**src/rtl/generador_aleatorio_pkg.sv**
```systemverilog
`default_nettype none
// ============================================================================
// Module   : generador_aleatorio_pkg
// Brief    : Shared constants for the random generator: Galois tap masks and
//            the default seed.
// Revision : 1.0
// ============================================================================
package generador_aleatorio_pkg;

    localparam logic [31:0] c_default_seed = 32'h0000_ACE1;

    // Right-shifting Galois tap masks for the supported LFSR widths.
    function automatic logic [31:0] taps_for(input int width);
        logic [31:0] taps;
        taps = 32'h0;
        case (width)
            4:       taps = 32'h0000_0009;
            8:       taps = 32'h0000_00B8;
            16:      taps = 32'h0000_B400;
            32:      taps = 32'hA300_0000;
            default: taps = 32'h0000_0000;
        endcase
        return taps;
    endfunction

endpackage
`default_nettype wire

```
**src/rtl/fifo_valores.sv**
```systemverilog
`default_nettype none
// ============================================================================
// Module   : fifo_valores
// Brief    : Power-of-two circular buffer holding generated values, with
//            synchronous flush and registered head output.
// Revision : 1.0
// ============================================================================
module fifo_valores #(
    parameter int WIDTH = 5,
    parameter int DEPTH = 4
) (
    input  logic                       clk,
    input  logic                       rst,
    input  logic                       flush,
    input  logic                       push,
    input  logic                       pop,
    input  logic [WIDTH-1:0]           din,
    output logic [WIDTH-1:0]           dout,
    output logic [$clog2(DEPTH+1)-1:0] count,
    output logic                       full,
    output logic                       empty
);

    localparam int c_aw = $clog2(DEPTH);
    localparam int c_cw = $clog2(DEPTH + 1);
    localparam logic [c_cw-1:0] c_depth_cnt = c_cw'(DEPTH);

    logic [WIDTH-1:0] r_mem [DEPTH];
    logic [c_aw-1:0]  r_wr_ptr;
    logic [c_aw-1:0]  r_rd_ptr;
    logic [c_cw-1:0]  r_count;
    logic             w_do_push;
    logic             w_do_pop;

    assign empty = (r_count == '0);
    assign full  = (r_count == c_depth_cnt);
    assign count = r_count;
    assign dout  = r_mem[r_rd_ptr];

    // A pop on an empty buffer is ignored; a full buffer accepts a push only
    // when the same-cycle pop frees the slot.
    assign w_do_pop  = pop && !empty && !flush;
    assign w_do_push = push && (!full || w_do_pop) && !flush;

    always_ff @(posedge clk or posedge rst) begin
        if (rst) begin
            r_wr_ptr <= '0;
            r_rd_ptr <= '0;
            r_count  <= '0;
        end else if (flush) begin
            r_wr_ptr <= '0;
            r_rd_ptr <= '0;
            r_count  <= '0;
        end else begin
            if (w_do_push) r_wr_ptr <= r_wr_ptr + 1'b1;
            if (w_do_pop)  r_rd_ptr <= r_rd_ptr + 1'b1;
            case ({w_do_push, w_do_pop})
                2'b10:   r_count <= r_count + 1'b1;
                2'b01:   r_count <= r_count - 1'b1;
                default: r_count <= r_count;
            endcase
        end
    end

    always_ff @(posedge clk) begin
        if (w_do_push) r_mem[r_wr_ptr] <= din;
    end

endmodule
`default_nettype wire

```
**src/rtl/generador_aleatorio.sv**
```systemverilog
`default_nettype none
// ============================================================================
// Module   : generador_aleatorio
// Brief    : Galois LFSR random source with optional repeat suppression,
//            feeding a small output buffer read with a ready handshake.
// Revision : 1.0
// ============================================================================
module generador_aleatorio
    import generador_aleatorio_pkg::*;
#(
    parameter int          LFSR_W = 16,
    parameter int          OUT_W  = 5,
    parameter int          DEPTH  = 4,
    parameter logic [31:0] SEED   = c_default_seed
) (
    input  logic                       clk,
    input  logic                       rst,
    input  logic                       en,
    input  logic                       seed_load,
    input  logic [LFSR_W-1:0]          seed,
    input  logic                       no_repeat,
    input  logic                       rd_ready,
    output logic [OUT_W-1:0]           rand_out,
    output logic                       rand_valid,
    output logic [$clog2(DEPTH+1)-1:0] count,
    output logic                       full
);

    localparam logic [LFSR_W-1:0] c_taps = LFSR_W'(taps_for(LFSR_W));
    localparam logic [LFSR_W-1:0] c_seed = LFSR_W'(SEED);

    logic [LFSR_W-1:0] r_lfsr;
    logic [OUT_W-1:0]  r_last_val;
    logic              r_last_valid;

    logic [LFSR_W-1:0] w_next;
    logic [OUT_W-1:0]  w_cand;
    logic              w_empty;
    logic              w_full;
    logic              w_pop;
    logic              w_step;
    logic              w_drop;
    logic              w_push;

    assign w_next = r_lfsr[0] ? ((r_lfsr >> 1) ^ c_taps) : (r_lfsr >> 1);
    assign w_cand = w_next[OUT_W-1:0];

    // seed_load overrides both generation and consumption for its cycle.
    assign w_pop  = !w_empty && rd_ready && !seed_load;
    assign w_step = en && !seed_load && (!w_full || w_pop);
    assign w_drop = no_repeat && r_last_valid && (w_cand == r_last_val);
    assign w_push = w_step && !w_drop;

    always_ff @(posedge clk or posedge rst) begin
        if (rst) begin
            r_lfsr       <= c_seed;
            r_last_val   <= '0;
            r_last_valid <= 1'b0;
        end else if (seed_load) begin
            // A zero seed would lock the register, so fall back to the default.
            r_lfsr       <= (seed == '0) ? c_seed : seed;
            r_last_valid <= 1'b0;
        end else begin
            if (w_step) r_lfsr <= w_next;
            if (w_push) begin
                r_last_val   <= w_cand;
                r_last_valid <= 1'b1;
            end
        end
    end

    fifo_valores #(
        .WIDTH (OUT_W),
        .DEPTH (DEPTH)
    ) u_fifo (
        .clk   (clk),
        .rst   (rst),
        .flush (seed_load),
        .push  (w_push),
        .pop   (w_pop),
        .din   (w_cand),
        .dout  (rand_out),
        .count (count),
        .full  (w_full),
        .empty (w_empty)
    );

    assign rand_valid = !w_empty;
    assign full       = w_full;

endmodule
`default_nettype wire

```
**config.mk**
```make
export PLATFORM = sky130hd
export DESIGN_NAME = generador_aleatorio
export DESIGN_NICKNAME = d
export VERILOG_FILES = /design/src/rtl/generador_aleatorio_pkg.sv /design/src/rtl/fifo_valores.sv /design/src/rtl/generador_aleatorio.sv
export SDC_FILE = /design/constraint.sdc
export NUM_CORES = 1
export LEC_CHECK = 0
export CAP_MARGIN = 25
export CORE_ASPECT_RATIO = 0.5
export CORE_MARGIN = 4
export CORE_UTILIZATION = 59
export CTS_CLUSTER_DIAMETER = 80
export DETAILED_ROUTE_END_ITERATION = 8
export GPL_TIMING_DRIVEN = 0
export HOLD_SLACK_MARGIN = 0.12
export PLACE_DENSITY_LB_ADDON = 0.12
export REMOVE_ABC_BUFFERS = 1
export SYNTH_ARGS = -nofsm -noshare
export SYNTH_HDL_FRONTEND = slang
export SYNTH_HIERARCHICAL = 1
export SYNTH_SLANG_ARGS = --single-unit
export TNS_END_PERCENT = 30
```
**constraint.sdc**
```tcl
create_clock -name clk -period 7 [get_ports clk]
set_input_delay 1.75 -clock clk [delete_from_list [all_inputs] [get_ports clk]]
set_output_delay 1.75 -clock clk [all_outputs]
set_load 0.02 [all_outputs]
```
Yosys cells after proc, flatten, opt, wreduce, memory -nomap -nowiden:

Memory sizes are Yosys's and may differ from the RTL's.
Cells that the tools add are included.

* add/subtract/negate cells: 4
* equal/unequal tests: 4
* muxes and demuxes: 14
* bitwise operators: 2
* reduce and logical (&&, ||, !) cells: 25

Operators by type and width (count)
* $mux W16: 4
* $logic_not A16 Y1: 1
* $logic_and A1 B1 Y1: 11
* $mux W2: 4
* $reduce_bool A2 Y1: 4
* $pmux W3 S2: 1
* $eq A5 B5 Y1: 1
* $add A2 B1 Y2 const B: 2
* $logic_not A1 Y1: 4
* $mux W1: 4
* $not A3 Y4: 1
* $add A3 B1 Y3 const B: 1
* $eq A3 B3 Y1 const B: 1
* $logic_not A3 Y1: 1
* $mux W3: 1
* $reduce_bool A3 Y1: 1
* $sub A3 B1 Y3 const B: 1
* $eq A2 B1 Y1 const B: 1
* $eq A2 B2 Y1 const B: 1
* $logic_or A1 B1 Y1: 2
* $reduce_and A2 Y1: 1
* $not A1 Y1: 1

* register bits after elaboration: 29
* memory bits (writable): 20
* input bits: 22
* word-level logic and storage cells: 56
* memories kept: 1

Memories
* u_fifo.r_mem: words 4, bits a word 5, rd ports 1, clocked after memory_dff 0, wr ports 1, line fifo_valores.sv:28 `logic [WIDTH-1:0] r_mem [DEPTH];`

Logic depth before layout (Yosys ltp):

Gate-level depths: netlist (run 1).

* depth in word-level cells: 12
* gate-level depth with buffers: 14
* depth with buffers taken out: 11

By module:

Netlist (run 1), hierarchy kept.

By module, submodules not included
* fifo_valores: instances 1, cells each 91, area each 1311.3 µm², sequential area each 775.7 µm²
* generador_aleatorio: instances 1, cells each 110, area each 1157.4 µm², sequential area each 560.5 µm²

Least setup slack after synthesis (run 1):

Ideal clock, no wire load.

* path type: input-to-reg
* start: in seed_load
* end: reg u_fifo.r_count[2], in the netlist u_fifo/count[2]
* arrival time: 3.890 ns
* setup slack: 3.028 ns
* stages on the path: 10
* cell sequence: clkbuf_1 -> clkbuf_1 -> nor2_1 -> buf_4 -> o31ai_1 -> nor3_1 -> fa_1 -> or3b_1 -> or3_1 -> a31oi_1

* longest elaborated chain between the ends: 10
* elaborated cells between the ends (all ways): 16
* those cells by class: 2 x eq/ne; 2 x mux; 12 x reduce/logical

RTL lines
* start, declared: line generador_aleatorio.sv:19 `input logic seed_load,`
* $logic_not A1 Y1 *: line generador_aleatorio.sv:49 `assign w_pop = !w_empty && rd_ready && !seed_load;`
* $logic_and A1 B1 Y1 *: line generador_aleatorio.sv:49
* named net w_pop: line generador_aleatorio.sv:40 `logic w_pop;`
* $logic_or A1 B1 Y1 or $logic_and A1 B1 Y1 (tied branches): line generador_aleatorio.sv:50, fifo_valores.sv:42
* $logic_and A1 B1 Y1 (on tied branches): line generador_aleatorio.sv:50, fifo_valores.sv:42
* $logic_and A1 B1 Y1 or $logic_or A1 B1 Y1 (tied branches): line generador_aleatorio.sv:52, fifo_valores.sv:43
* $logic_and A1 B1 Y1 (2 in a row): line fifo_valores.sv:43 `assign w_do_push = push && (!full || w_do_pop) && !flush;`
* $eq A2 B1 Y1 or $eq A2 B2 Y1 (tied branches): line fifo_valores.sv:57 `case ({w_do_push, w_do_pop})`
* $pmux W3 S2: line fifo_valores.sv:57
* $mux W3: line fifo_valores.sv:50 `end else if (flush) begin`
* end signal, assigned: line fifo_valores.sv:58 `2'b10: r_count <= r_count + 1'b1;`
* end signal, assigned: line fifo_valores.sv:59 `2'b01: r_count <= r_count - 1'b1;`
* end signal, assigned: line fifo_valores.sv:60 `default: r_count <= r_count;`
* end, declared: line fifo_valores.sv:31 `logic [c_cw-1:0] r_count;`

The timed path passes the listed nets; every way through them passes the cells marked *.
A chain may end at the register's enable or synchronous reset.

Worst setup path after layout (run 1):

* start: in seed_load
* end: reg u_fifo.r_count[2], in the netlist u_fifo/count[2]

* longest elaborated chain between the ends: 10
* elaborated cells between the ends (all ways): 16
* those cells by class: 2 x eq/ne; 2 x mux; 12 x reduce/logical

RTL lines
* $logic_not A1 Y1 *: line generador_aleatorio.sv:49, generador_aleatorio.sv:50
* $logic_and A1 B1 Y1: line generador_aleatorio.sv:49
* $logic_or A1 B1 Y1: line generador_aleatorio.sv:50 `assign w_step = en && !seed_load && (!w_full || w_pop);`
* $logic_and A1 B1 Y1 *: line generador_aleatorio.sv:50
* $logic_and A1 B1 Y1 *: line generador_aleatorio.sv:52 `assign w_push = w_step && !w_drop;`
* named net w_push: line generador_aleatorio.sv:43 `logic w_push;`
* $logic_and A1 B1 Y1 * (2 in a row): line fifo_valores.sv:43
* $eq A2 B1 Y1 or $eq A2 B2 Y1 (tied branches): line fifo_valores.sv:57
* $pmux W3 S2: line fifo_valores.sv:57
* $mux W3: line fifo_valores.sv:50

Marked as above.

==> results.toml, run 1 <==
[place]
placed_area_um2 = 2760
globalplace.congestion = 0.774
place_hpwl_mm = 3.10
place_ws_ns = 1.96
numPortBuffers = 31

[worst_setup_path]
cp.arrival_ns = 4.97
cp_cell_sequence = "clkdlybuf4s50_1 > buf_8 > nand2b_1 > a21o_1 > inv_1 > nor3_1 > fa_1 > or3b_1 > or3_1 > a31oi_1"
crit_path_max_fanout = 20
cp_slowest_stage_delay_ns = 0.77
cp-end-kind = "flop"
cp_data_required_time_ns = 7.22
critPathKind = "input port to flop"
r2r_cells = 11
worst_setup_path_start_kind = "input port"
crit_family = "buffers and inverters"
crit_cells = 10
cpMaxStageDelayCell = "clkdlybuf4s50_1"
cp_num_buf_inv = 3

[finish]
fin_nets = 253
fin_util_pct = 71.8
drive_gt1_share_pct = 13.7
n_antenna_cell = 0
nFillCells = 289
area_growth_pct = 15.3
final_cell_area_um2 = 2850

[floorplanning]
start_util_pct = 62.3
core_area_um2 = 3960
io_pins = 32
dieArea_um2 = 5350
die_h_um = 53.7
rows = 16
die_x_um = 99.5

[drt]
wl_per_cell_um = 15.4
drc = 0
via_count = 1556
drt-total-wl_mm = 4.32
drtAntennaViolNets = 0
viasPerCell = 5.54
drt-initial-drc-count = 84
first_pass_iters = 4

[global_routing]
grt_pass1_wl_mm = 7.30
grt.overflow.total = 0
grt_pass1_vias = 1549
grt_max_degree = 25
gr-usage-all-layers_pct = 18.1
antenna_found_initial = 0

[logic_synthesis]
ys_types = 43
netlist_area_um2 = 2470
synth_cells = 201
avgSynthCellArea_um2 = 12.3
synth_ff_type = "dfrtp_1"
yosysSeqAreaShare_pct = 54.1
async_flop_share_pct = 59.2
ys_warn_count = 6
synth_seq_cells = 49
synth_edf_count = 20

[sta]
fmax_ghz = 0.211
setup_viol = 0
rsz0062_at_grt = "false"
relSlewSlack_pct = 42.1
drv_slew = 0
tightest_slew_ns = 0.867
post-route-min-period_ns = 4.75
min_period_over_period_pct = 67.9
hold_viol = 0
fin_ws_ns = 2.25
tns_ns = 0
fin_skew_ns = 0.00337

[clock_tree]
cts_htree_levels = 2
cts.path.max_buffers = 2
cts_tree = "done"
clk_latency_ns = 0.29
root_buffer = "clkbuf_8"
cts_resized = 0
postCtsSetupRepairBufs = 0
numCtsBuffers = 5
hold_buffers = 0
clock_sinks = 49
cts.reportedPaths.clkPinSlew_ns = 0.09

[pwr]
max-vdd-ir-drop_uv = 101
p_per_area_nw_per_um2 = 210
leakage_uw = 0.00112

[job]
max-cap-violations = 0

[worst_hold_path]
hp-class = "flop to flop"
hold_depth = 2

[status]
status = "completed"
## state kept, by name, indices dropped and copies added (netlist names)
register         count
r_last_val           5
r_lfsr              16
r_last_valid         1
u_fifo/count         3
u_fifo/r_rd_ptr      2
u_fifo/r_wr_ptr      2
u_fifo/r_mem        20
## path summary, 6_finish.rpt
path | from | end | slack, ns
worst min-delay path | r_last_valid$_DFFE_PP0P_ | r_last_valid$_DFFE_PP0P_ | 0.54
worst max-delay path | seed_load | u_fifo/count[2]$_DFFE_PP0P_ | 2.25
worst max register to register | u_fifo/count[0]$_DFFE_PP0P_ | u_fifo/count[2]$_DFFE_PP0P_ | 3.34
worst min register to register | r_last_valid$_DFFE_PP0P_ | r_last_valid$_DFFE_PP0P_ | 0.54
max in group asynchronous | rst | r_last_val[2]$_DFFE_PP0P_ | 4.51
min in group asynchronous | rst | u_fifo/count[1]$_DFFE_PP0P_ | 1.70
## area by class of cell
type | count | area, µm² | area share [%]
clock inverters | 2 | 15.0 | 0.527
flip-flops and latches | 49 | 1340 | 46.9
well taps | 54 | 67.6 | 2.37
multi-input cells | 123 | 973 | 34.2
repair buffers | 32 | 325 | 11.4
inverters | 15 | 56.3 | 1.98
clock buffers | 6 | 72.6 | 2.55
## per-layer routing
metal	part of all wire, %	track usage [%]	vias up
met3	4.1	5.05	2
met4	0.44	4.76	0
met5	0	0	-
met2	46	30.8	28
li1	-	-	770
met1	50	23.5	756
## per-stage QoR
| stage | power, µW | std cells | hold slack, ns |
|---|---|---|---|
| 5_1_grt | 629 | 281 | 0.553 |
| 2_1_floorplan | 403 | 187 | 0.476 |
| 3_3_place_gp | 436 | 272 | 0.511 |
| 6_report | 597 | 281 | 0.535 |
| 3_5_place_dp | 440 | 273 | 0.519 |
| 4_1_cts | 601 | 281 | 0.539 |
## where the power goes
part / switching, µW / leakage, µW / internal (µW)
sequential: 19.6 / 0.000531 / 325
clock: 91.8 / 0.0000374 / 70.5
combinational: 41.1 / 0.000553 / 48.6
total: 152 / 0.00112 / 444
## cell families (layout without fill, tap and decap cells)
logic type	count (synthesis)	after routing	share of synthesized area, %
and+or+nand+nor	45	45	9.68
buffers and inverters	29	55	6.44
muxes	20	20	11.5
DFF	49	49	54.1
adders and majority gates	5	5	2.84
xor gates and xnor gates	9	9	3.19
AOI/OAI and AO/OA	44	44	12.3
## cell usage after synthesis (all sizes together), types with 2 or more instances
cell type / number / area, µm²
buf: 10 / 87.6
mux4: 5 / 113
inv: 15 / 56.3
xor2: 6 / 52.6
a221oi: 2 / 17.5
nand2b: 2 / 20.0
o21ai: 13 / 65.1
o211ai: 3 / 22.5
xnor2: 3 / 26.3
nor2: 10 / 37.5
clkbuf: 4 / 15.0
nand2: 13 / 48.8
and2: 5 / 31.3
nor3: 3 / 15.0
nor4: 5 / 31.3
o21a: 2 / 15.0
ha: 4 / 50.1
dfstp: 8 / 210
mux2i: 8 / 80.1
o22a: 8 / 70.1
edfxtp: 20 / 601
dfrtp: 21 / 526
or3: 2 / 12.5
a21oi: 8 / 40.0
mux2: 7 / 90.1
## placed cells by master (no fill, tap or decap), types with 6 or more instances in the layout
| master | n |
|---|---|
| nor2_1 | 10 |
| nand2_1 | 13 |
| clkdlybuf4s50_1 | 31 |
| xor2_1 | 6 |
| mux2i_1 | 8 |
| a21oi_1 | 8 |
| inv_1 | 15 |
| dfstp_2 | 8 |
| o21ai_0 | 13 |
| o22a_1 | 8 |
| dfrtp_1 | 21 |
| edfxtp_1 | 20 |
## worst reg2reg max path, cell delays in order (launching register included)
cell and delay, ns:
dfrtp_1 0.58, nor2_1 0.14, and2_1 0.22, a21boi_4 0.57, nand2b_1 0.11, a21o_1 0.29, inv_1 0.31, nor3_1 0.11
fa_1 0.39, or3b_1 0.40, or3_1 0.31, a31oi_1 0.16
No activity file was read; power rests on OpenSTA's default activity.
==> inputs of run 2 (changes only) <==
--- a/config.mk
+++ b/config.mk
@@ -8,7 +8,7 @@
 export CAP_MARGIN = 25
 export CORE_ASPECT_RATIO = 0.5
 export CORE_MARGIN = 4
-export CORE_UTILIZATION = 59
+export CORE_UTILIZATION = 55
 export CTS_CLUSTER_DIAMETER = 80
 export DETAILED_ROUTE_END_ITERATION = 8
 export GPL_TIMING_DRIVEN = 0
==> constraint.sdc (replaced) <==
create_clock -name clk -period 4.8 [get_ports clk]
set_input_delay 1.2 -clock clk [delete_from_list [all_inputs] [get_ports clk]]
set_output_delay 1.2 -clock clk [all_outputs]
set_load 0.02 [all_outputs]
==> run 2 against run 1 <==
Net effect:
- combinational power up 47%
- sequential power up 46%
- global-route usage down 1.2 points
- largest cell class unchanged
- highest routed layer unchanged
==> results.toml, run 2 (synthesis results as in run 1) <==
[floorplanning]
io_pins = 32
die_h_um = 55.4
rows = 16
core_area_um2 = 4100
start_util_pct = 60.2
die_x_um = 103
dieArea_um2 = 5690

[drt]
wl_per_cell_um = 15.5
drtAntennaViolNets = 0
drt-initial-drc-count = 150
first_pass_iters = 4
viasPerCell = 5.47
via_count = 1537
drt-total-wl_mm = 4.36
drc = 0

[finish]
most-common-layout-cells = "31 x clkdlybuf4s50_1, 21 x dfrtp_1, 20 x edfxtp_1, 15 x inv_1"
fin_nets = 253
top_register = "u_fifo/r_mem"
largest_reg_flops = 20
reg_top3 = "u_fifo/r_mem: 20 flops, r_lfsr: 16 flops, r_last_val: 5 flops"
final_common_cell = "clkdlybuf4s50_1"
drive_gt1_share_pct = 13.7
area_growth_pct = 16.8
n_antenna_cell = 0

[clock_tree]
clk_latency_ns = 0.30
hold_buffers = 0
cts.path.max_buffers = 2
cts.reportedPaths.clkPinSlew_ns = 0.09
numCtsBuffers = 5
root_buffer = "clkbuf_8"
cts_resized = 0
clock_sinks = 49
postCtsSetupRepairBufs = 0
cts_htree_levels = 2
cts_tree = "done"

[worst_hold_path]
hp-class = "flop to flop"

[sta]
min_period_over_period_pct = 87.3
post-route-min-period_ns = 4.19
hold_viol = 0
drv_slew = 0
tns_ns = 0
fin_skew_ns = 0.00606
fmax_ghz = 0.239
relSlewSlack_pct = 43.7
tightest_slew_ns = 0.844
rsz0062_at_grt = "false"
setup_viol = 0

[worst_setup_path]
r2r_cells = 11
crit_path_max_fanout = 24
crit_path_end = "u_fifo/count[2]$_DFFE_PP0P_"
critPathKind = "input port to flop"
cpMaxStageDelayCell = "a21boi_4"
cp_slowest_stage_delay_ns = 0.54
cp.arrival_ns = 4.41
r2r_start = "u_fifo/count[1]$_DFFE_PP0P_"
startpoint = "rd_ready"
cp_cell_sequence = "clkdlybuf4s50_1 > nand2b_4 > a21boi_4 > nand2b_1 > a21o_1 > inv_1 > nor3_1 > fa_1 > or3b_1 > or3_1 > a31oi_1"
cp-end-kind = "flop"
worstReg2RegEnd = "u_fifo/count[2]$_DFFE_PP0P_"
cp_data_required_time_ns = 5.02
worst_setup_path_start_kind = "input port"
reg2reg_slack_ns = 1.16

[pwr]
leakage_uw = 0.00114
max-vdd-ir-drop_uv = 256
p_per_area_nw_per_um2 = 321
power_uw = 925

[status]
status = "completed"

[place]
numPortBuffers = 31
place_hpwl_mm = 3.12
globalplace.congestion = 0.821

[global_routing]
grt_pass1_wl_mm = 7.47
grt_max_degree = 25
grt.overflow.total = 0
antenna_found_initial = 0
gr-usage-all-layers_pct = 16.9
grt_pass1_vias = 1569

[job]
max-cap-violations = 0
[run 2: area by class of cell]
type,count,area (µm²)
clock inverter,2,38.8
multi-input combinational,123,973
sequential,49,1340
clock buffer,6,72.6
inverter,15,56.3
tap,54,67.6
fill,289,1220
timing repair buffer,32,338
[run 2: worst min path at each step]
stage	from	end	slack, ns	depth (start not counted)
floorplan	r_lfsr[1]$_DFFE_PP0P_	u_fifo/r_mem[0][0]$_DFFE_PP_	0.48	0
global route	r_last_val[3]$_DFFE_PP0P_	r_last_val[3]$_DFFE_PP0P_	0.55	1
detailed placement	r_last_val[3]$_DFFE_PP0P_	r_last_val[3]$_DFFE_PP0P_	0.52	1
global placement	r_last_valid$_DFFE_PP0P_	r_last_valid$_DFFE_PP0P_	0.51	2
finish	r_last_val[3]$_DFFE_PP0P_	r_last_val[3]$_DFFE_PP0P_	0.55	1
CTS	r_last_val[3]$_DFFE_PP0P_	r_last_val[3]$_DFFE_PP0P_	0.55	1
[run 2: worst max-delay path: cells and delay by family]
kind | cells | cell delay, ns
fa+ha+maj | 1 | 0.39
compound gates | 3 | 1.00
simple gates | 5 | 1.01
buf+inv | 2 | 0.80
[run 2: power breakdown]
group | switching, µW | internal [µW] | total (µW)
registers | 28.4 | 474 | 503
logic | 60.3 | 71.9 | 132
clock network | 134 | 156 | 290
total | 223 | 703 | 925
[run 2: stage by stage]
step           hold WS [ns]  setup WS, ns  instances  utilization [%]  area, µm²
5_1_grt               0.553         0.410        281             70.2       2880
2_1_floorplan         0.476          1.12        187                -       2370
6_report              0.547         0.612        281             70.2       2880
3_3_place_gp          0.512        0.0892        272             66.9       2740
4_1_cts               0.547         0.604        281             70.2       2880
3_5_place_dp          0.521         0.297        273             67.5       2770
[run 2: routing by layer]
layer	global-route usage, %	part of all wire [%]	wire length (µm)	up-vias
met5	0	0	0	-
met4	3.87	0.62	27	0
met3	5.40	5.3	232	5
met2	26.1	45	1950	31
met1	23.4	49	2150	724
li1	-	-	-	777
